<file path="src/rtl/sprite_pkg.sv">
// Shared types and constants for the sprite colour-index pipeline.
// Sprite geometry, ROM address layout and the position record.
package sprite_pkg;
  localparam int NUM_SPR = 4;
  localparam int SEL_W   = $clog2(NUM_SPR);
  localparam int SPR_DIM = 32;
  localparam int OFF_W   = $clog2(SPR_DIM);
  localparam int ROM_AW  = SEL_W + 2 * OFF_W;
  localparam int IDX_W   = 5;

  localparam logic [IDX_W-1:0] BG_IDX = 5'h00;
  localparam logic [IDX_W-1:0] TRANSP = 5'h1F;

  typedef struct packed {
    logic       en;
    logic [9:0] x;
    logic [9:0] y;
  } sprite_pos_t;
endpackage

</file>
<file path="src/rtl/sprite_hit.sv">
// Per-sprite coverage test for the current pixel.
// Negative offsets (pixel left/above sprite) never hit; no wrap.
module sprite_hit
  import sprite_pkg::*;
(
  input  logic [9:0]       i_drawx,
  input  logic [9:0]       i_drawy,
  input  sprite_pos_t      i_pos,
  output logic             o_hit,
  output logic [OFF_W-1:0] o_dx,
  output logic [OFF_W-1:0] o_dy
);
  logic [10:0] w_dx;
  logic [10:0] w_dy;
  logic        w_in_x;
  logic        w_in_y;

  assign w_dx = {1'b0, i_drawx} - {1'b0, i_pos.x};
  assign w_dy = {1'b0, i_drawy} - {1'b0, i_pos.y};

  assign w_in_x = ~w_dx[10] & (w_dx < 11'(SPR_DIM));
  assign w_in_y = ~w_dy[10] & (w_dy < 11'(SPR_DIM));

  assign o_hit = i_pos.en & w_in_x & w_in_y;
  assign o_dx  = w_dx[OFF_W-1:0];
  assign o_dy  = w_dy[OFF_W-1:0];
endmodule

</file>
<file path="src/rtl/sprite_index_gen.sv">
// Sprite colour-index generator feeding the palette LUT.
// Two-stage pipeline around a synchronous sprite ROM.
module sprite_index_gen
  import sprite_pkg::*;
(
  input  logic              Clk,
  input  logic              Reset_n,
  input  logic [9:0]        DrawX,
  input  logic [9:0]        DrawY,
  input  logic              pix_valid,
  input  logic              frame_start,
  input  logic              pos_we,
  input  logic [SEL_W-1:0]  pos_sel,
  input  logic [9:0]        pos_x,
  input  logic [9:0]        pos_y,
  input  logic              pos_en,
  output logic [ROM_AW-1:0] rom_addr,
  input  logic [IDX_W-1:0]  rom_data,
  output logic [IDX_W-1:0]  coloridx,
  output logic              idx_valid
);
  sprite_pos_t       r_shadow [NUM_SPR];
  sprite_pos_t       r_active [NUM_SPR];
  sprite_pos_t       w_shadow_nxt [NUM_SPR];

  logic [NUM_SPR-1:0] w_hit;
  logic [OFF_W-1:0]   w_dx [NUM_SPR];
  logic [OFF_W-1:0]   w_dy [NUM_SPR];
  logic [SEL_W-1:0]   w_sel;
  logic               w_any;
  logic [IDX_W-1:0]   w_idx;

  logic               r_s1_hit;
  logic               r_s1_valid;

  // Shadow write; a write in the commit cycle is seen by the commit
  always_comb begin
    for (int i = 0; i < NUM_SPR; i++) begin
      w_shadow_nxt[i] = r_shadow[i];
      if (pos_we && (pos_sel == SEL_W'(i)))
        w_shadow_nxt[i] = {pos_en, pos_x, pos_y};
    end
  end

  // Shadow and active position registers, committed at frame start
  always_ff @(posedge Clk or negedge Reset_n) begin
    if (!Reset_n) begin
      for (int i = 0; i < NUM_SPR; i++) begin
        r_shadow[i] <= '0;
        r_active[i] <= '0;
      end
    end else begin
      for (int i = 0; i < NUM_SPR; i++) begin
        r_shadow[i] <= w_shadow_nxt[i];
        if (frame_start)
          r_active[i] <= w_shadow_nxt[i];
      end
    end
  end

  for (genvar g = 0; g < NUM_SPR; g++) begin : g_hit
    sprite_hit u_hit (
      .i_drawx (DrawX),
      .i_drawy (DrawY),
      .i_pos   (r_active[g]),
      .o_hit   (w_hit[g]),
      .o_dx    (w_dx[g]),
      .o_dy    (w_dy[g])
    );
  end

  // Lowest-index hit wins; with no hit sel stays 0
  always_comb begin
    w_sel = '0;
    w_any = 1'b0;
    for (int i = NUM_SPR - 1; i >= 0; i--) begin
      if (w_hit[i]) begin
        w_sel = SEL_W'(i);
        w_any = 1'b1;
      end
    end
  end

  // S0: register ROM address, hit flag and pixel valid
  always_ff @(posedge Clk or negedge Reset_n) begin
    if (!Reset_n) begin
      rom_addr   <= '0;
      r_s1_hit   <= 1'b0;
      r_s1_valid <= 1'b0;
    end else begin
      rom_addr   <= {w_sel, w_dy[w_sel], w_dx[w_sel]};
      r_s1_hit   <= w_any;
      r_s1_valid <= pix_valid;
    end
  end

  // Transparent texels fall back to background, not lower sprites
  assign w_idx = (r_s1_valid && r_s1_hit && (rom_data != TRANSP))
               ? rom_data : BG_IDX;

  // S1: register palette index and its valid flag
  always_ff @(posedge Clk or negedge Reset_n) begin
    if (!Reset_n) begin
      coloridx  <= BG_IDX;
      idx_valid <= 1'b0;
    end else begin
      coloridx  <= w_idx;
      idx_valid <= r_s1_valid;
    end
  end
endmodule

</file>
<file path="config.mk">
export PLATFORM = sky130hd
export DESIGN_NAME = sprite_index_gen
export DESIGN_NICKNAME = d
export VERILOG_FILES = /design/src/rtl/sprite_pkg.sv /design/src/rtl/sprite_hit.sv /design/src/rtl/sprite_index_gen.sv
export SDC_FILE = /design/constraint.sdc
export NUM_CORES = 1
export LEC_CHECK = 0
export CAP_MARGIN = 40
export CELL_PAD_IN_SITES_DETAIL_PLACEMENT = 1
export CELL_PAD_IN_SITES_GLOBAL_PLACEMENT = 1
export CORE_ASPECT_RATIO = 0.8
export CORE_UTILIZATION = 55
export DETAILED_ROUTE_END_ITERATION = 10
export DONT_BUFFER_PORTS = 1
export HOLD_SLACK_MARGIN = 0.15
export PLACE_DENSITY = 0.91
export SETUP_SLACK_MARGIN = 0.15
export SYNTH_ARGS = -nofsm -noshare
export SYNTH_HDL_FRONTEND = slang
export SYNTH_SLANG_ARGS = --single-unit
export TNS_END_PERCENT = 30
</file>
<file path="constraint.sdc">
create_clock -name Clk -period 6.8 [get_ports Clk]
set_clock_uncertainty 0.05 [all_clocks]
set_input_delay 0.68 -clock Clk [delete_from_list [all_inputs] [get_ports Clk]]
set_output_delay 0.68 -clock Clk [all_outputs]
set_load 0.05 [all_outputs]
</file>
======== Yosys cells after proc, flatten, opt, wreduce, memory -nomap -nowiden ========
Cells that the tools add are included.
cells by class
  reduce and logical (&&, ||, !) cells .... 7
  bitwise operators ....................... 25
  add/sub/neg operators ................... 8
  eq/ne operators ......................... 4
  $lt $le $gt $ge ......................... 9
  multiplexer cells ....................... 19
operators by type and width
  cell                                                                   count
  11-bit by 6-bit < comparator with 1-bit output, second input constant  8
  10-bit by 10-bit subtractor with 11-bit output                         8
  21-bit two-way mux                                                     4
  5-bit two-way mux                                                      5
  5-bit binary-select mux with 2-bit select                              2
  1-bit bitwise AND                                                      16
  2-bit two-way mux                                                      4
  1-bit inverter                                                         8
  1-bit logical AND                                                      6
  5-bit != test, second input constant                                   1
  2-bit equality test, second input constant                             2
  1-bit two-way mux                                                      4
  3-bit greater-or-equal comparator, second input constant               1
  2-bit inverter with 3-bit output                                       1
  2-bit by 1-bit equality test with 1-bit output, second input constant  1
  2-bit logical NOT                                                      1
storage, ports and cells
  bits of input ports ..................... 53
  register bits ........................... 188

======== Depth between registers and ports, before layout ========
Gate-level depths: netlist (run 1).
  depth after elaboration ................. 13
  gate-level depth with buffers ........... 16

======== Cells and area by module ========
Synthesis (run 1) repeated with hierarchy kept, for this count alone.
second synthesis, totals
  cell total of the unflattened synthesis .. 1298
  area, all modules ....................... 11184.5 µm²
by module, submodules not included
  module            times used  area each (µm²)  sequential area each (µm²)  cells an instance
  sprite_index_gen  1           7230.7           4704.5                      734
  sprite_hit        4           988.4            0.0                         141

======== Worst setup path before layout (run 1) ========
OpenSTA, ideal clock, no wires.
  path type ............................... input -> register
  from .................................... in DrawY[0]
  to ...................................... reg rom_addr[0]
  stages on the path ...................... 16
  arrival ................................. 3.578 ns
  slack ................................... 3.048 ns
  required time ........................... 6.625 ns
  cells stage by stage .................... inv_1 ha_1 inv_1 fa_1 a21o_1 a21oi_1 o21ai_0 a2111oi_0 a2bb2oi_1 nand4_1 nor2b_1 or3_1 buf_6 buf_12 mux2i_1 mux2_2
on the way
  longest elaborated chain between the ends .. 12
RTL lines
  what                                                                                     RTL line                RTL
  start: declaration                                                                       sprite_index_gen.sv:9   input logic [9:0] DrawY,
  10-bit by 10-bit subtractor with 11-bit output                                           sprite_hit.sv:19        assign w_dy = {1'b0, i_drawy} - {1'b0, i_pos.y};
  11-bit by 6-bit < comparator with 1-bit output / 1-bit inverter (equally long branches)  sprite_hit.sv:22        assign w_in_y = ~w_dy[10] & (w_dy < 11'(SPR_DIM));
  1-bit bitwise AND                                                                        sprite_hit.sv:22
  1-bit bitwise AND                                                                        sprite_hit.sv:24        assign o_hit = i_pos.en & w_in_x & w_in_y;
  2-bit two-way mux (3 in series)                                                          sprite_index_gen.sv:77  if (w_hit[i]) begin
  2-bit two-way mux (*)                                                                    sprite_index_gen.sv:77
  2-bit inverter with 3-bit output (implied by the code) (*)                               sprite_index_gen.sv:91  rom_addr <= {w_sel, w_dy[w_sel], w_dx[w_sel]};
  5-bit binary-select mux with 2-bit select (*)                                            sprite_index_gen.sv:91
  5-bit two-way mux (implied by the code) (*) (2 in series)                                sprite_index_gen.sv:91
  end signal: assignment                                                                   sprite_index_gen.sv:91
  end: declaration                                                                         sprite_index_gen.sv:17  output logic [ROM_AW-1:0] rom_addr,
Every way passes the cells marked *; elsewhere a longest branch is shown, timed or not. The select of a mux whose other input is x is not followed.
A chain may end at the register's enable or synchronous reset.

======== Worst setup path in the final report (run 1) ========
  from .................................... reg r_active[21] in the netlist's numbering
  to ...................................... reg rom_addr[2]
on the way
  longest elaborated chain between the ends .. 11
RTL lines
  what                                                                                     RTL line                RTL
  start: declaration                                                                       sprite_index_gen.sv:23  sprite_pos_t r_active [NUM_SPR];
  start signal: indexed assignment                                                         sprite_index_gen.sv:56  r_active[i] <= w_shadow_nxt[i];
  10-bit by 10-bit subtractor with 11-bit output (*)                                       sprite_hit.sv:19
  11-bit by 6-bit < comparator with 1-bit output / 1-bit inverter (equally long branches)  sprite_hit.sv:22
  1-bit bitwise AND (*)                                                                    sprite_hit.sv:22
  1-bit bitwise AND (*)                                                                    sprite_hit.sv:24
  2-bit two-way mux (*) (3 in series)                                                      sprite_index_gen.sv:77
  2-bit inverter with 3-bit output (implied by the code) (*)                               sprite_index_gen.sv:91
  5-bit binary-select mux with 2-bit select (*)                                            sprite_index_gen.sv:91
  5-bit two-way mux (implied by the code) (*) (2 in series)                                sprite_index_gen.sv:91
Marked as above.

==> reports/results.ini, run 1 <==
[placed_design]
placement.io_buffers=0
post-place-cells=1298
dpl.hpwl_um=22120
gp_congestion=0.9255

[drt]
dr_total_vias=8156
post-route-drc-count=0
route.final.wire_length_um=31230
count_of_antenna_violating_nets_left_after_detailed_routing=0
routed_via_density=6.123
avgRoutedWirePerCell_um=23.45
first_pass_iters=5
first_iter_violations=589

[timing]
final.setup.tns_ns=0
worst_slew_pin_slew_ns=1.030
hold_viol_final=0
finalSetupViolations=0
highest_attainable_clock_frequency_mhz=230.0
finalMaxSlewViolations=0
layout_min_cycle_time_ns=4.347
post-route-period-util_pct=63.93
max-slew-margin-rel_pct=31.33
rsz0062_at_grt=false

[die]
area_inside_the_core_boundary_sq_um=19140
die_width_um=159.0
pin_count=71
fp.dieArea_sq_um=20280
die_h_um=127.6
site_row_count=45
initial_core_util_pct=56.63

[critical_path]
setup.worst_path.class=reg -> reg
data_arrival_time_of_the_critical_path_ns=4.62
delay_contributed_by_the_slowest_stage_of_the_critical_path_ns=0.62
worst_r2r_path_depth=14
r2r-start=r_active[21]
crit_slowest_cell=or3_1
cp_cell_sequence=ha_1 -> inv_1 -> fa_1 -> a21o_1 -> a21oi_1 -> o21ai_0 -> a2111oi_0 -> a2bb2oi_1 -> nand4_1 -> nor2b_1 -> or3_1 -> buf_8 -> mux2i_1 -> mux2i_1
critical-path-top-cell-by-count=mux2i_1
timing.critical_path.fanout_max=10
timing.critical_path.to=rom_addr[2]
timing.critical_path.buf_inv=2
ff2ff_setup_slack_ns=2.45
startpoint_type_of_the_worst_setup_path=flip-flop
cp_num_cells=14
cp_data_required_time_ns=7.07
worstSetupEndpointType=flip-flop
reg_to_reg_endpoint=rom_addr[2]
cpLargestDelayFamily=compound AO/OA/AOI/OAI gates
crit_start=r_active[21]

[clock_tree]
tritoncts=built
clk_latency_worst_skew_pair_ns=0.46
cts-resized-gates=0
ctsHtreeMaxLevel=4
cts_hold_fix_bufs=1
cts.sink_count=188
cts.reportedPaths.clkPinSlew_ns=0.08
cts_root_buf=clkbuf_16
post_cts_setup_buffers=0
buffer_depth_of_the_longest_clock_path=2
cts-buffers-inserted=17

[global_routing]
globalRouteMet2Util_pct=53.02
grt.met1_usage_pct=42.84
globalRoute.busiestLayer=met2
grt_first_pass_wirelength_um=49800
via_count_of_the_first_global_routing_pass=8891
number_of_antenna_violations_at_the_first_check_in_global_routing=2
grt_overflow_total=0
groute.usage.overall_pct=32.33
grt_max_degree=189
groute.layer.met3.usage_pct=7.045

[yosys]
postSynth.topFlopCell=dfrtp_1
synth_edf_count=0
synthDominantAreaCellType=dfrtp_1
netlist.area_leader.share_pct=43.40
avg_synthesized_cell_area_sq_um=10.17
ys_top_cells_by_area=dfrtp_1 (43%), mux2_2 (10%), ha_1 (9.2%)
ys_types=64
syn_area_sq_um=10840
async_reset_ff_share_pct=100.0
synth_fp_nets=1207
synth-seq-cells=188
warning_count_from_the_yosys_run=0
synth_seq_area_share_pct=43.40
synthesis.instances=1066

[final_layout]
final-instance-count-excl-fill=1332
drive_above_1_share_pct=13.98
layout.nets=1201
syn2layout_area_growth_pct=8.368
fill_cells=2085

[power_and_ir_drop]
irDropWorstVdd_mv=0.1636
finalPower_w=0.003773
static-leakage-power_nw=5.449
power.density_nw_per_um2=321.2

[status]
run_status=finished clean

[worst_hold_path]
worst_hold_path_type=in -> async

[flow_run]
cap_violations=0

synthesized netlist by cell type, drive strengths merged, types with 13 or more instances:
cell,count
mux2,99
mux2i,32
dfrtp,188
o21ai,112
xnor2,21
clkbuf,22
nor2,32
nand2b,18
nand2,106
nor2b,14
a21oi,48
inv,103
a21o,20
a211oi,13
ha,80
worst register-to-register path, stage by stage (launching register included):
cell       delay [ns]
dfrtp_1          0.36
ha_1             0.20
inv_1            0.07
fa_1             0.45
a21o_1           0.19
a21oi_1          0.34
o21ai_0          0.13
a2111oi_0        0.52
a2bb2oi_1        0.21
nand4_1          0.19
nor2b_1          0.21
or3_1            0.62
buf_8            0.28
mux2i_1          0.23
mux2i_1          0.14
flip-flops by register name (all words and copies together), names as in the netlist:
signal	cells
r_active	84
r_shadow	84
rom_addr	12
coloridx	5
idx_valid	1
r_s1_hit	1
r_s1_valid	1
layout make-up:
class,instances,area (sq um),share of cell area (%)
diodes,1,2.502,0.02130
clock buffers,18,439.2,3.738
clock inverters,14,202.7,1.725
inverters,103,386.6,3.291
multi-input cells,742,5602,47.68
flip-flops and latches,188,4705,40.05
well taps,258,322.8,2.748
repair buffers,8,87.58,0.7456
stage by stage:
step	cell area (sq um)	hold slack [ns]	util (%)	setup WS, ns
finish	11750	0.1482	61.37	2.453
global route	11750	0.1820	61.35	2.371
CTS	11750	0.1788	61.35	2.509
detailed placement	11080	0.3188	57.86	2.252
global placement	11060	0.3145	57.78	2.104
floorplan	10840	0.3040	-	3.048
metal layers:
metal | part of all wire, % | routed length (um)
met5 | 0.038 | 12
met3 | 5.4 | 1690
met2 | 47 | 14740
met1 | 45 | 14180
met4 | 1.9 | 606
cells by family (layout without fill, tap and decap cells):
family / count (synthesis) / count (layout) / synth area share, %
AO/OA/AOI/OAI: 255 / 255 / 14.38
XOR/XNOR: 31 / 31 / 2.505
adder cells (fa/ha/maj): 88 / 88 / 10.71
buffers and inverters: 136 / 143 / 5.009
flip-flops: 188 / 188 / 43.40
multiplexers: 131 / 131 / 13.24
other: 0 / 1 / 0
AND/OR/NAND/NOR: 237 / 237 / 10.76
how the worst min path moves through the flow:
stage / to / slack (ns) / cells after the start
2_1_floorplan: idx_valid / 0.30 / 0
3_3_place_gp: idx_valid / 0.31 / 0
3_5_place_dp: idx_valid / 0.32 / 0
4_1_cts: r_s1_valid / 0.18 / 0
5_1_grt: r_s1_valid / 0.18 / 0
6_report: rom_addr[10] / 0.15 / 1
layout by cell type, fill, tap and decap left out, drive strengths merged, types with 5 or more instances in the layout:
cell type,n
a21o,20
o21bai,6
nor2,32
buf,8
nand3,9
nand4,6
fa,8
o21a,11
ha,80
nand3b,10
dfrtp,188
and2,7
inv,109
a21oi,48
a211oi,13
nor2b,14
and3,5
nor3,12
clkbuf,18
nand2b,18
xnor2,21
clkinv,6
mux2,99
nand2,106
xor2,10
mux2i,32
o21ai,112
o2111ai,6
power by group:
group,switching (W),leakage (nW),internal [W],total (W)
sequential,0.000165,2.28,0.00132,0.00149
clock,0.000519,0.313,0.000576,0.00110
combinational,0.000701,2.86,0.000489,0.00119
(Power assumes the default switching activity.)
==> inputs of run 2 (changes only) <==
- CORE_UTILIZATION: 55 -> 51
- PLACE_DENSITY: 0.91 -> 0.85
- clock period: 6.8 -> 4.3 ns (I/O delays scaled with it)
==> reports/results.ini, run 2 (same netlist as run 1, synthesis figures left out) <==
[status]
run_status=complete, but fails checks
failed_checks=hold timing

[drt]
first_pass_iters=5
count_of_antenna_violating_nets_left_after_detailed_routing=0
dr_wl_met3_um=1643
routed_via_density=5.917
met2_wirelength_um=13780
wl_met1_um=13780
first_iter_violations=470
maxUsedRoutingLayer=met4
route.final.wire_length_um=29650
avgRoutedWirePerCell_um=21.64
dr_total_vias=8106
post-route-drc-count=0

[final_layout]
antenna_cells_inserted=0
final-seq-area_sq_um=4705
layout_common_cells=dfrtp_1 (188), o21ai_0 (112), nand2_1 (106), inv_1 (103), mux2_2 (99)
reg.largest.list=r_active (84), r_shadow (84), rom_addr (12)
most_frequent_standard_cell_in_the_layout_excluding_fill_and_tap_cells=dfrtp_1
drive_above_1_share_pct=13.62
final_design_area_no_fill_sq_um=12000
syn2layout_area_growth_pct=10.71
fill_cells=2253
layout.nets=1229
area_of_the_multi_input_gates_sq_um=5603

[timing]
finalSetupViolations=0
worst_hold_slack_ns=-0.3750
max-slew-margin-rel_pct=43.60
post-route-period-util_pct=94.20
worst_slew_pin_slew_ns=0.8436
final.setup.tns_ns=0
highest_attainable_clock_frequency_mhz=246.9
layout_min_cycle_time_ns=4.051
hold_viol_final=188
rsz0062_at_grt=false
finalMaxSlewViolations=0

[die]
area_inside_the_core_boundary_sq_um=20760
fp.dieArea_sq_um=21850
site_row_count=47
die_width_um=165
initial_core_util_pct=52.22
die_h_um=132.4
pin_count=71

[worst_hold_path]
worst_hold_path_type=in -> async

[clock_tree]
post_cts_setup_buffers=0
cts_root_buf=clkbuf_16
ctsHtreeMaxLevel=4
cts_hold_fix_bufs=29
cts.sink_count=188
cts-buffers-inserted=17
cts.reportedPaths.clkPinSlew_ns=0.07
clk_latency_worst_skew_pair_ns=0.45
buffer_depth_of_the_longest_clock_path=2
tritoncts=built

[critical_path]
cp_data_required_time_ns=4.58
worstSetupEndpointType=flip-flop
data_arrival_time_of_the_critical_path_ns=4.33
setup.worst_path.class=reg -> reg
timing.critical_path.fanout_max=21
startpoint_type_of_the_worst_setup_path=flip-flop

[power_and_ir_drop]
static-leakage-power_nw=5.543
irDropWorstVdd_mv=0.3035
power.density_nw_per_um2=489.8

[placed_design]
placement.io_buffers=0
gp_congestion=0.8894
dpl.hpwl_um=20720
dpl_cell_area_sq_um=11080

[global_routing]
grt_first_pass_wirelength_um=48600
groute.usage.overall_pct=29.22
via_count_of_the_first_global_routing_pass=8785
number_of_antenna_violations_at_the_first_check_in_global_routing=1
grt_overflow_total=0
grt_max_degree=189

[flow_run]
cap_violations=0

[run 2: area by class of cell]
type / instances / area share, %
clock buffers: 18 / 3.659
clock inverters: 14 / 1.428
inverters: 103 / 3.221
multi-input cells: 742 / 46.68
flip-flops and latches: 188 / 39.20
well taps: 269 / 2.804
repair buffers: 36 / 3.003
[run 2: worst paths after layout]
| kind | startpoint | slack, ns | endpoint | cells past startpoint |
|---|---|---|---|---|
| worst max-delay path | r_active[21] | 0.25 | rom_addr[5] | 14 |
| worst min-delay path | Reset_n | -0.38 | rom_addr[10] | 0 |
| worst max register to register | r_active[21] | 0.25 | rom_addr[5] | 14 |
| worst min register to register | r_s1_valid | 0.35 | idx_valid | 0 |
| max in group asynchronous | Reset_n | 4.12 | rom_addr[9] | 0 |
| min in group Clk | rom_data[3] | 0.24 | coloridx[2] | 2 |
[run 2: metrics by stage]
stage               utilization (%)  total power, W  hold slack (ns)  setup slack [ns]  instances
floorplan                         -        0.003674          0.08441            0.7978       1066
global placement              53.38        0.004016          0.09408            0.3645       1309
detailed placement            53.38        0.004126          0.09109            0.1712       1309
CTS                           57.81        0.005884          -0.3885            0.3920       1370
global route                  57.81        0.006192          -0.3962            0.1469       1370
finish                        57.81        0.005879          -0.3750            0.2492       1370
[run 2: repair_timing]
action,in CTS,in global routing
gates resized for setup,0,1
endpoints found under the setup margin,0,1
endpoints found under the hold margin,362,188
[run 2: report_power, final]
part	total, W	switching (W)	leakage, nW	internal [W]
combinational	0.00185	0.00107	2.98	0.000788
sequential	0.00235	0.000257	2.28	0.00209
clock	0.00167	0.000777	0.292	0.000897
[run 2: worst max-delay path, cell delays in order, from the launching register on]
cell       delay, ns
dfrtp_1         0.35
ha_1            0.19
inv_1           0.06
fa_1            0.43
a21o_1          0.18
a21oi_1         0.36
o21ai_0         0.16
a2111oi_1       0.55
a2bb2oi_1       0.19
nand4_1         0.17
nor2b_1         0.20
or3_1           0.31
buf_4           0.25
mux2i_1         0.18
mux2_2          0.28
[run 2: routing by layer]
layer	global-route usage [%]	vias to the layer above
li1	-	3774
met1	41.07	4109
met2	45.98	187
met3	5.788	36
met4	7.645	0
met5	0	-
